**src/rtl/modport_fifo_pkg.sv**
```systemverilog
// Shared constants and types for the single-clock modport FIFO.
package modport_fifo_pkg;

  localparam int DATA_WIDTH_DEF = 8;
  localparam int DEPTH_DEF      = 16;

  // Address width for a power-of-two depth (equivalent to $clog2 for depth >= 2).
  function automatic int calc_addr_w(input int depth);
    int w;
    w = 0;
    for (int i = 0; i < 31; i++) begin
      if ((32'sd1 <<< i) < depth) begin
        w = i + 1;
      end
    end
    return w;
  endfunction

  localparam int ADDR_W_DEF = calc_addr_w(DEPTH_DEF);

  typedef logic [ADDR_W_DEF:0] ptr_t;

endpackage

```
**src/rtl/modport_fifo_if.sv**
```systemverilog
// Producer/consumer handshake and status bus of the FIFO.
interface modport_fifo_if
  import modport_fifo_pkg::*;
#(
  parameter int DATA_WIDTH = DATA_WIDTH_DEF,
  parameter int DEPTH      = DEPTH_DEF
);
  localparam int ADDR_W = calc_addr_w(DEPTH);

  logic                  wr_en;
  logic [DATA_WIDTH-1:0] data_in;
  logic                  fifo_full;
  logic                  rd_en;
  logic [DATA_WIDTH-1:0] data_out;
  logic                  fifo_empty;
  logic [ADDR_W:0]       fifo_count;

  modport master (
    output wr_en, data_in, rd_en,
    input  fifo_full, data_out, fifo_empty, fifo_count
  );

  modport slave (
    input  wr_en, data_in, rd_en,
    output fifo_full, data_out, fifo_empty, fifo_count
  );
endinterface

```
**src/rtl/modport_fifo_mem.sv**
```systemverilog
// Simple dual-port RAM: synchronous write, synchronous registered read.
// The storage array is never cleared; only the read register resets.
module modport_fifo_mem #(
  parameter int DATA_WIDTH = 8,
  parameter int DEPTH      = 16,
  parameter int ADDR_W     = 4
) (
  input  logic                  clk,
  input  logic                  rst_n,
  input  logic                  wr_en,
  input  logic [ADDR_W-1:0]     wr_addr,
  input  logic [DATA_WIDTH-1:0] wr_data,
  input  logic                  rd_en,
  input  logic [ADDR_W-1:0]     rd_addr,
  output logic [DATA_WIDTH-1:0] rd_data
);
  logic [DATA_WIDTH-1:0] mem_r [DEPTH];

  // Storage write port.
  always_ff @(posedge clk) begin
    if (wr_en) begin
      mem_r[wr_addr] <= wr_data;
    end
  end

  // Read register: holds its value on any cycle without an accepted read.
  always_ff @(posedge clk or negedge rst_n) begin
    if (!rst_n) begin
      rd_data <= {DATA_WIDTH{1'b0}};
    end else if (rd_en) begin
      rd_data <= mem_r[rd_addr];
    end
  end
endmodule

```
**src/rtl/modport_fifo.sv**
```systemverilog
// Single-clock FIFO: wrap-bit pointers, accept logic and flag/count decode
// around a dual-port RAM; ports grouped on modport_fifo_if.
module modport_fifo
  import modport_fifo_pkg::*;
#(
  parameter int DATA_WIDTH = DATA_WIDTH_DEF,
  parameter int DEPTH      = DEPTH_DEF
) (
  input  logic          wr_clk,
  input  logic          wr_rst,
  modport_fifo_if.slave bus
);
  localparam int ADDR_W = calc_addr_w(DEPTH);

  logic [ADDR_W:0] wr_ptr_r;
  logic [ADDR_W:0] rd_ptr_r;
  logic            full_s;
  logic            empty_s;
  logic            wr_accept_s;
  logic            rd_accept_s;

  // Status from the registered pointers; the MSB distinguishes full from empty.
  always_comb begin
    empty_s     = (wr_ptr_r == rd_ptr_r);
    full_s      = (wr_ptr_r[ADDR_W-1:0] == rd_ptr_r[ADDR_W-1:0]) &&
                  (wr_ptr_r[ADDR_W] != rd_ptr_r[ADDR_W]);
    wr_accept_s = bus.wr_en && !full_s;
    rd_accept_s = bus.rd_en && !empty_s;
  end

  assign bus.fifo_full  = full_s;
  assign bus.fifo_empty = empty_s;
  assign bus.fifo_count = wr_ptr_r - rd_ptr_r;

  // Pointer advance on accepted transfers.
  always_ff @(posedge wr_clk or negedge wr_rst) begin
    if (!wr_rst) begin
      wr_ptr_r <= {(ADDR_W+1){1'b0}};
      rd_ptr_r <= {(ADDR_W+1){1'b0}};
    end else begin
      if (wr_accept_s) begin
        wr_ptr_r <= wr_ptr_r + {{ADDR_W{1'b0}}, 1'b1};
      end
      if (rd_accept_s) begin
        rd_ptr_r <= rd_ptr_r + {{ADDR_W{1'b0}}, 1'b1};
      end
    end
  end

  modport_fifo_mem #(
    .DATA_WIDTH (DATA_WIDTH),
    .DEPTH      (DEPTH),
    .ADDR_W     (ADDR_W)
  ) u_mem (
    .clk     (wr_clk),
    .rst_n   (wr_rst),
    .wr_en   (wr_accept_s),
    .wr_addr (wr_ptr_r[ADDR_W-1:0]),
    .wr_data (bus.data_in),
    .rd_en   (rd_accept_s),
    .rd_addr (rd_ptr_r[ADDR_W-1:0]),
    .rd_data (bus.data_out)
  );
endmodule

```
**src/flat_wrapper.sv**
```systemverilog
// flat-port wrapper written by rule: the top's interface ports become plain ports
module modport_fifo_flat import modport_fifo_pkg::*;
#(
  parameter int DATA_WIDTH = DATA_WIDTH_DEF,
  parameter int DEPTH      = DEPTH_DEF
)
  (wr_clk, wr_rst, bus_wr_en, bus_data_in, bus_rd_en, bus_fifo_full, bus_data_out, bus_fifo_empty, bus_fifo_count);
  modport_fifo_if #(.DATA_WIDTH(DATA_WIDTH), .DEPTH(DEPTH)) bus_i ();
  input  logic wr_clk;
  input  logic wr_rst;
  input wire logic [$bits(bus_i.wr_en)-1:0] bus_wr_en;
  input wire logic [$bits(bus_i.data_in)-1:0] bus_data_in;
  input wire logic [$bits(bus_i.rd_en)-1:0] bus_rd_en;
  output wire logic [$bits(bus_i.fifo_full)-1:0] bus_fifo_full;
  output wire logic [$bits(bus_i.data_out)-1:0] bus_data_out;
  output wire logic [$bits(bus_i.fifo_empty)-1:0] bus_fifo_empty;
  output wire logic [$bits(bus_i.fifo_count)-1:0] bus_fifo_count;
  assign bus_i.wr_en = bus_wr_en;
  assign bus_i.data_in = bus_data_in;
  assign bus_i.rd_en = bus_rd_en;
  assign bus_fifo_full = bus_i.fifo_full;
  assign bus_data_out = bus_i.data_out;
  assign bus_fifo_empty = bus_i.fifo_empty;
  assign bus_fifo_count = bus_i.fifo_count;
  modport_fifo #(.DATA_WIDTH(DATA_WIDTH), .DEPTH(DEPTH)) u_core (.wr_clk(wr_clk), .wr_rst(wr_rst), .bus(bus_i));
endmodule
```
**config.mk**
```make
export PLATFORM = sky130hd
export DESIGN_NAME = modport_fifo_flat
export DESIGN_NICKNAME = d
export VERILOG_FILES = /design/src/rtl/modport_fifo_pkg.sv /design/src/rtl/modport_fifo_if.sv /design/src/rtl/modport_fifo_mem.sv /design/src/rtl/modport_fifo.sv /design/src/flat_wrapper.sv
export SDC_FILE = /design/constraint.sdc
export NUM_CORES = 1
export LEC_CHECK = 0
export ABC_CLOCK_PERIOD_IN_PS = 7540
export BUFFER_PORTS_ARGS = -buffer_cell sky130_fd_sc_hd__buf_2
export CAP_MARGIN = 20
export CORE_ASPECT_RATIO = 0.7
export CORE_UTILIZATION = 40
export CTS_CLUSTER_DIAMETER = 40
export CTS_CLUSTER_SIZE = 14
export DETAILED_ROUTE_END_ITERATION = 12
export PLACE_DENSITY = 0.59
export SLEW_MARGIN = 5
export SYNTH_ARGS = -nofsm -noshare
export SYNTH_HDL_FRONTEND = slang
export SYNTH_HIERARCHICAL = 1
export SYNTH_SLANG_ARGS = --single-unit
export TNS_END_PERCENT = 30
```
**constraint.sdc**
```tcl
create_clock -name wr_clk -period 7.54 [get_ports wr_clk]
set_input_delay 0.754 -clock wr_clk [delete_from_list [all_inputs] [get_ports wr_clk]]
set_output_delay 0.754 -clock wr_clk [all_outputs]
set_load 0.02 [all_outputs]
```
==> impl_metrics.csv, run 1 <==
group,metric,value,unit
run_status,status,"completed",
routing,drc_errors,0,
logic_synthesis,yosysSeqAreaShare,72.21,%
worst_setup_path,path_buf_inv,2,
floorplanning,num_rows,36,
cells_and_area,nets,353,
logic_synthesis,ys_types,37,
worst_setup_path,crit_fanout,36,
clocking,clk_pin_slew_worst_paths,0.06,ns
floorplanning,core_area,0.01419,mm²
pwr,power_density,420.6,mW/mm²
routing,via_count,2895,
logic_synthesis,synth-main-ff-cell,"edfxtp_1",
worst_setup_path,crit_chain,"inv_1 > ha_1 > nand4_1 > o21ai_2 > inv_2 > or3b_2 > nor2_1",
worst_setup_path,worstPathArrival,3.50,ns
routing,wirelength,11.96,mm
timing,rsz0062_at_grt,"no",
logic_synthesis,syn_area_per_cell,20.02,µm²
timing,max_slew_margin,31.65,%
worst_setup_path,r2r-start,"u_core/rd_ptr_r[2]",
pwr,total_power,0.002863,W
timing,tightest_slew,1.025,ns
logic_synthesis,synth_cells,297,
cells_and_area,syn2layout_area_growth,14.45,%
placement,port_buffers,26,
hold_path,hold_path.class,"primary input to async pin",
logic_synthesis,synth-seq-cells,146,
timing,finalCritPeriodShare,45.88,%
worst_setup_path,max_stage_delay,1.04,ns
clocking,clock_sinks,146,
clocking,cts_buffer_depth,2,
global_routing,grt_use_total,17.08,%
floorplanning,die_y,104.0,µm
floorplanning,io_pins,27,
logic_synthesis,synthArstFlopShare,12.33,%
pwr,peakVddDrop,0.2065,mV
floorplanning,die_area,0.01537,mm²
worst_setup_path,cpLargestDelayFamily,"simple AND/OR/NAND/NOR gates",
worst_setup_path,worstSetupEndpointType,"flop",
timing,fin_setup_tns,0,ns
worst_setup_path,critical_path_required,7.58,ns
worst_setup_path,critical_path_class,"flop to flop",
placement,gp_congestion,0.7555,
pwr,leakage,2.321,nW
clocking,postCtsSetupBuffers,0,
clocking,htree_num_levels,4,
clocking,cts.repair.resized,0,
global_routing,grt_pass1_wl,18.51,mm
run,cap_viol_max_count,0,
routing,drt_iter0_markers,220,
timing,setup_viol,0,
floorplanning,initial_core_util,41.91,%
clocking,cts_made_buffers,17,
global_routing,antenna_found_initial,0,
timing,report.final.slew_viol_count,0,
worst_setup_path,start_kind,"flop",
worst_setup_path,crit_slowest_cell,"dfrtp_2",
logic_synthesis,synth_enable_flop_cells,128,
clocking,cts_tree,"yes",
cells_and_area,antennaDiodeCount,0,
clocking,clockRootBuffer,"clkbuf_16",
cells_and_area,drive_gt1_share,29.97,%
timing,fin_skew,0.01305,ns
routing,first_pass_iters,4,
clocking,cts_hold_buf,0,
cells_and_area,n_fill_cell,1189,
logic_synthesis,yosys_warnings,6,
timing,max_freq,0.2891,GHz
clocking,clock_latency,0.42,ns
routing,viasPerCell,5.391,
worst_setup_path,startpoint,"u_core/rd_ptr_r[2]",
routing,final_antenna_net_count,0,
logic_synthesis,synth.cell_area,0.005947,mm²
global_routing,grt_pass1_vias,2933,
placement,dp_hpwl,7.718,mm
global_routing,grt_remaining_overflow,0,
timing,fin_crit,3.459,ns
logic_synthesis,synth_nets,316,
global_routing,grt_max_degree,37,
floorplanning,die_w,147.7,µm
timing,hold_viol,0,
routing,wire_per_inst,22.27,µm
==> through the flow <==
stage	util, %	area, µm²	hold WS, ns	cells	setup WS, ns
floorplan	-	5947	0.4584	297	4.904
global placement	43.77	6210	0.5124	502	4.126
detailed placement	43.77	6210	0.5240	502	3.963
CTS	47.87	6792	0.2793	534	3.956
global route	47.97	6807	0.2861	537	3.837
finish	47.97	6807	0.2717	537	4.081
==> synth_stat cells (all sizes together), types with 6 or more instances <==
cell type / instances / area share, %
a221oi: 8 / 2.0
buf: 14 / 2.2
dfrtp: 18 / 7.6
edfxtp: 128 / 65
ha: 6 / 1.3
inv: 7 / 0.44
mux2i: 8 / 1.3
mux4: 32 / 12
nand2: 7 / 0.44
nor2: 21 / 1.3
o22ai: 8 / 0.95
xnor2: 10 / 1.6
==> per-layer routing <==
layer	track usage [%]	vias up	share of wire [%]
met4	5.302	0	0.62
li1	-	1282	-
met1	26.37	1523	50
met5	0	-	0
met3	4.693	9	6.4
met2	23.18	81	43
==> logic make-up (layout without fill, tap and decap cells) <==
group                      count (synthesis)  in the layout  synth area share (%)
muxes                                     40             40                 13.84
and+or+nand+nor                           48             48                 3.914
buffers and inverters                     21             71                 2.609
adders and majority gates                  7              7                 1.599
xor gates and xnor gates                  12             12                 1.894
DFF                                      146            146                 72.21
AOI/OAI and AO/OA                         23             23                 3.934
==> final cells by class <==
type                            count  area [µm²]  area share [%]
Timing Repair Buffer               32       167.7           2.463
Inverter                            7       26.28          0.3860
Clock inverter                     14       152.6           2.243
Multi-Input combinational cell    130        1498           22.00
Tap cell                          190       237.7           3.493
Sequential cell                   146        4295           63.11
Clock buffer                       18       429.2           6.305
==> final timing paths <==
check	endpoint	slack [ns]	cells past startpoint
min in group wr_clk	u_core/wr_ptr_r[4]	0.52	1
worst max register to register	u_core/u_mem/mem_r[1][5]	4.08	7
max in group asynchronous	u_core/rd_ptr_r[2]	6.94	1
worst min register to register	u_core/wr_ptr_r[4]	0.52	1
worst min-delay path	u_core/wr_ptr_r[1]	0.27	1
worst max-delay path	u_core/u_mem/mem_r[1][5]	4.08	7
==> registers in the layout, indices dropped and copies added (netlist names) <==
name,cells
u_core/rd_ptr_r,5
u_core/u_mem/rd_data,8
u_core/wr_ptr_r,5
u_core/u_mem/mem_r,128
==> cells in the final DEF, fill, tap and decap left out, types with 3 or more instances in the layout <==
master	instances
edfxtp_1	128
buf_2	29
mux4_2	26
nor2_1	21
clkbuf_16	17
dfrtp_1	17
xnor2_1	9
mux2i_1	8
a221oi_2	8
nand2_1	7
o22ai_1	7
inv_1	6
ha_1	6
mux4_1	6
inv_6	5
nand4_1	5
nor3_1	4
clkinv_4	3
buf_4	3
nand2b_1	3
==> power by group <==
part           switching, W  internal (W)  leakage, nW  total, W
clock network      0.000331      0.000491        0.277  0.000823
registers          0.000128       0.00101         1.36   0.00113
logic              0.000513      0.000394        0.680  0.000906
total              0.000972       0.00189         2.32   0.00286
(Power assumes the default switching activity.)
==> run 2, diff against run 1 <==
--- a/config.mk
+++ b/config.mk
@@ -5,7 +5,7 @@
 export SDC_FILE = /design/constraint.sdc
 export NUM_CORES = 1
 export LEC_CHECK = 0
-export ABC_CLOCK_PERIOD_IN_PS = 7540
+export ABC_CLOCK_PERIOD_IN_PS = 2950
 export BUFFER_PORTS_ARGS = -buffer_cell sky130_fd_sc_hd__buf_2
 export CAP_MARGIN = 20
 export CORE_ASPECT_RATIO = 0.7
@@ -13,7 +13,7 @@
 export CTS_CLUSTER_DIAMETER = 40
 export CTS_CLUSTER_SIZE = 14
 export DETAILED_ROUTE_END_ITERATION = 12
-export PLACE_DENSITY = 0.59
+export PLACE_DENSITY = 0.61
 export SLEW_MARGIN = 5
 export SYNTH_ARGS = -nofsm -noshare
 export SYNTH_HDL_FRONTEND = slang
==> constraint.sdc (replaced) <==
create_clock -name wr_clk -period 2.95 [get_ports wr_clk]
set_input_delay 0.295 -clock wr_clk [delete_from_list [all_inputs] [get_ports wr_clk]]
set_output_delay 0.295 -clock wr_clk [all_outputs]
set_load 0.02 [all_outputs]
==> run 2 against run 1 <==
Net effect:
- utilization is 0.75 points higher
- sequential cell count stayed put
- wire length is 3.1% lower
- sequential power is 140% higher
- sequential share of layout area is 0.97 points lower
- critical path type is now flop to primary output
- critical endpoint is now bus_fifo_count[4]
- largest cell class unchanged
- highest routed layer unchanged
==> impl_metrics.csv, run 2 (synthesized netlist as in run 1, its figures left out) <==
group,metric,value,unit
worst_setup_path,crit_chain,"inv_1 > ha_1 > inv_1 > fa_1 > a21o_1 > a21oi_1 > xnor2_1 > buf_2",
routing,wl_met2,5.188,mm
clocking,postCtsSetupBuffers,0,
pwr,total_power,0.007212,W
floorplanning,die_area,0.01537,mm²
worst_setup_path,r2r-start,"u_core/wr_ptr_r[0]",
routing,first_pass_iters,4,
routing,wire_per_inst,20.96,µm
global_routing,grt_max_degree,36,
global_routing,grt_use_total,16.57,%
timing,tightest_slew,0.5917,ns
worst_setup_path,cpLargestDelayFamily,"adder cells",
global_routing,grt_pass1_wl,18.18,mm
floorplanning,io_pins,27,
routing,viasPerCell,5.244,
global_routing,grt_remaining_overflow,0,
clocking,clk_pin_slew_worst_paths,0.06,ns
worst_setup_path,start_kind,"flop",
clocking,clock_sinks,146,
cells_and_area,finalInstanceArea,0.006913,mm²
worst_setup_path,critical_path_class,"flop to primary output",
clocking,cts_buffer_depth,2,
timing,fin_skew,0.007423,ns
timing,hold_viol,0,
timing,finalCritPeriodShare,87.60,%
routing,top_layer_used,"met4",
worst_setup_path,crit_slowest_cell,"dfrtp_1",
hold_path,worstHoldStart,"bus_wr_en",
routing,wirelength,11.59,mm
pwr,power_density,1043,mW/mm²
worst_setup_path,max_stage_delay,0.48,ns
timing,rsz0062_at_grt,"no",
cells_and_area,antennaDiodeCount,0,
pwr,peakVddDrop,0.5218,mV
routing,final_antenna_net_count,0,
worst_setup_path,path_buf_inv,3,
worst_setup_path,critical_path_required,2.65,ns
clocking,clock_latency,0.42,ns
cells_and_area,syn2layout_area_growth,16.24,%
placement,dp_hpwl,7.402,mm
worst_setup_path,startpoint,"u_core/wr_ptr_r[0]",
placement,port_buffers,26,
global_routing,antenna_found_initial,0,
worst_setup_path,path_common_cell,"inv_1",
placement,placed_area,0.006345,mm²
timing,report.final.slew_viol_count,0,
routing,wl_met1,5.580,mm
routing,drc_errors,0,
floorplanning,core_area,0.01419,mm²
floorplanning,num_rows,36,
hold_path,hold_path.class,"primary input to flop",
cells_and_area,final_common_cell,"edfxtp_1",
cells_and_area,top_regs,"u_core/u_mem/mem_r: 128 flops, u_core/u_mem/rd_data: 8 flops",
placement,gp_congestion,0.7806,
floorplanning,die_y,104.0,µm
clocking,clockRootBuffer,"clkbuf_16",
timing,fin_setup_tns,0,ns
floorplanning,initial_core_util,41.91,%
timing,max_slew_margin,60.55,%
clocking,cts_tree,"yes",
timing,setup_viol,0,
run_status,status,"completed",
timing,hold_ws,0.1906,ns
routing,dr_wl_met3,686,µm
placement,post-place-cells,520,
floorplanning,die_w,147.7,µm
cells_and_area,drive_gt1_share,32.51,%
global_routing,grt_pass1_vias,3021,
worst_setup_path,worstSetupEndpointType,"primary output",
routing,via_count,2900,
cells_and_area,largest-register,"u_core/u_mem/mem_r",
routing,drt_iter0_markers,241,
cells_and_area,largest_reg_flops,128,
cells_and_area,final_cells,553,
run,cap_viol_max_count,0,
timing,max_freq,0.3870,GHz
clocking,htree_num_levels,4,
timing,fin_crit,2.584,ns
cells_and_area,nets,369,
clocking,cts_made_buffers,17,
worst_setup_path,crit_fanout,10,
pwr,leakage,2.393,nW
worst_setup_path,worstPathArrival,2.29,ns
cells_and_area,most-common-layout-cells,"edfxtp_1, buf_2, mux4_2, nor2_1, buf_4",
## run 2: changes by cell type in the layout (fill, tap and decap cells not counted)
cell / previous run / this run
buf_2: 29 / 26
buf_4: 3 / 21
bufinv_16: 2 / 1
clkbuf_1: 1 / 0
clkinv_1: 2 / 4
clkinv_4: 3 / 4
dlygate4sd3_1: 0 / 1
inv_6: 5 / 3
inv_8: 0 / 1
## run 2: layer usage
metal	track usage, %	vias to the layer above
li1	-	1311
met1	23.87	1488
met2	24.26	88
met3	4.386	13
met4	5.817	0
met5	0	-
## run 2: final timing paths
kind / end / slack [ns] / cells past startpoint
setup / recovery: bus_fifo_count[4] / 0.37 / 8
hold / removal: u_core/wr_ptr_r[1] / 0.19 / 4
setup reg to reg: u_core/u_mem/mem_r[0][6] / 0.44 / 8
hold reg to reg: u_core/wr_ptr_r[4] / 0.52 / 1
max in group asynchronous: u_core/rd_ptr_r[2] / 2.24 / 2
min in group asynchronous: u_core/rd_ptr_r[1] / 0.36 / 2
## run 2: timing repair
| action | CTS | global route |
|---|---|---|
| resized for setup | 0 | 0 |
| hold endpoints to repair | 18 | 0 |
| hold buffers | 1 | 0 |
| endpoints found under the setup margin | 0 | 0 |
## run 2: final cells by class
type,count,area (µm²)
clock inverters,15,132.6
flip-flops and latches,146,4295
multi-input cells,130,1498
clock buffers,17,425.4
repair buffers,48,297.8
well taps,190,237.7
inverters,7,26.28
fillers,1152,7276
## run 2: through the flow
stage | worst slack (ns) | util, %
after floorplan | 0.3141 | -
after global placement | 0.5344 | 44.72
after detailed placement | 0.5001 | 44.72
after CTS | 0.3479 | 48.72
after global routing | 0.1758 | 48.72
final | 0.3658 | 48.72
## run 2: power by group
part           leakage, nW  total (W)  switching [W]  internal (W)
Combinational        0.764    0.00248        0.00142       0.00106
Clock                0.266    0.00200       0.000832       0.00116
Sequential            1.36    0.00274       0.000168       0.00257
## run 2: worst register-to-register path, cell delays in order, from the launching register on
cell	delay [ns]
dfrtp_1	0.51
inv_1	0.12
ha_1	0.35
nand4_1	0.13
o21ai_2	0.08
inv_2	0.15
or3b_2	0.52
nor3_1	0.16
buf_4	0.21
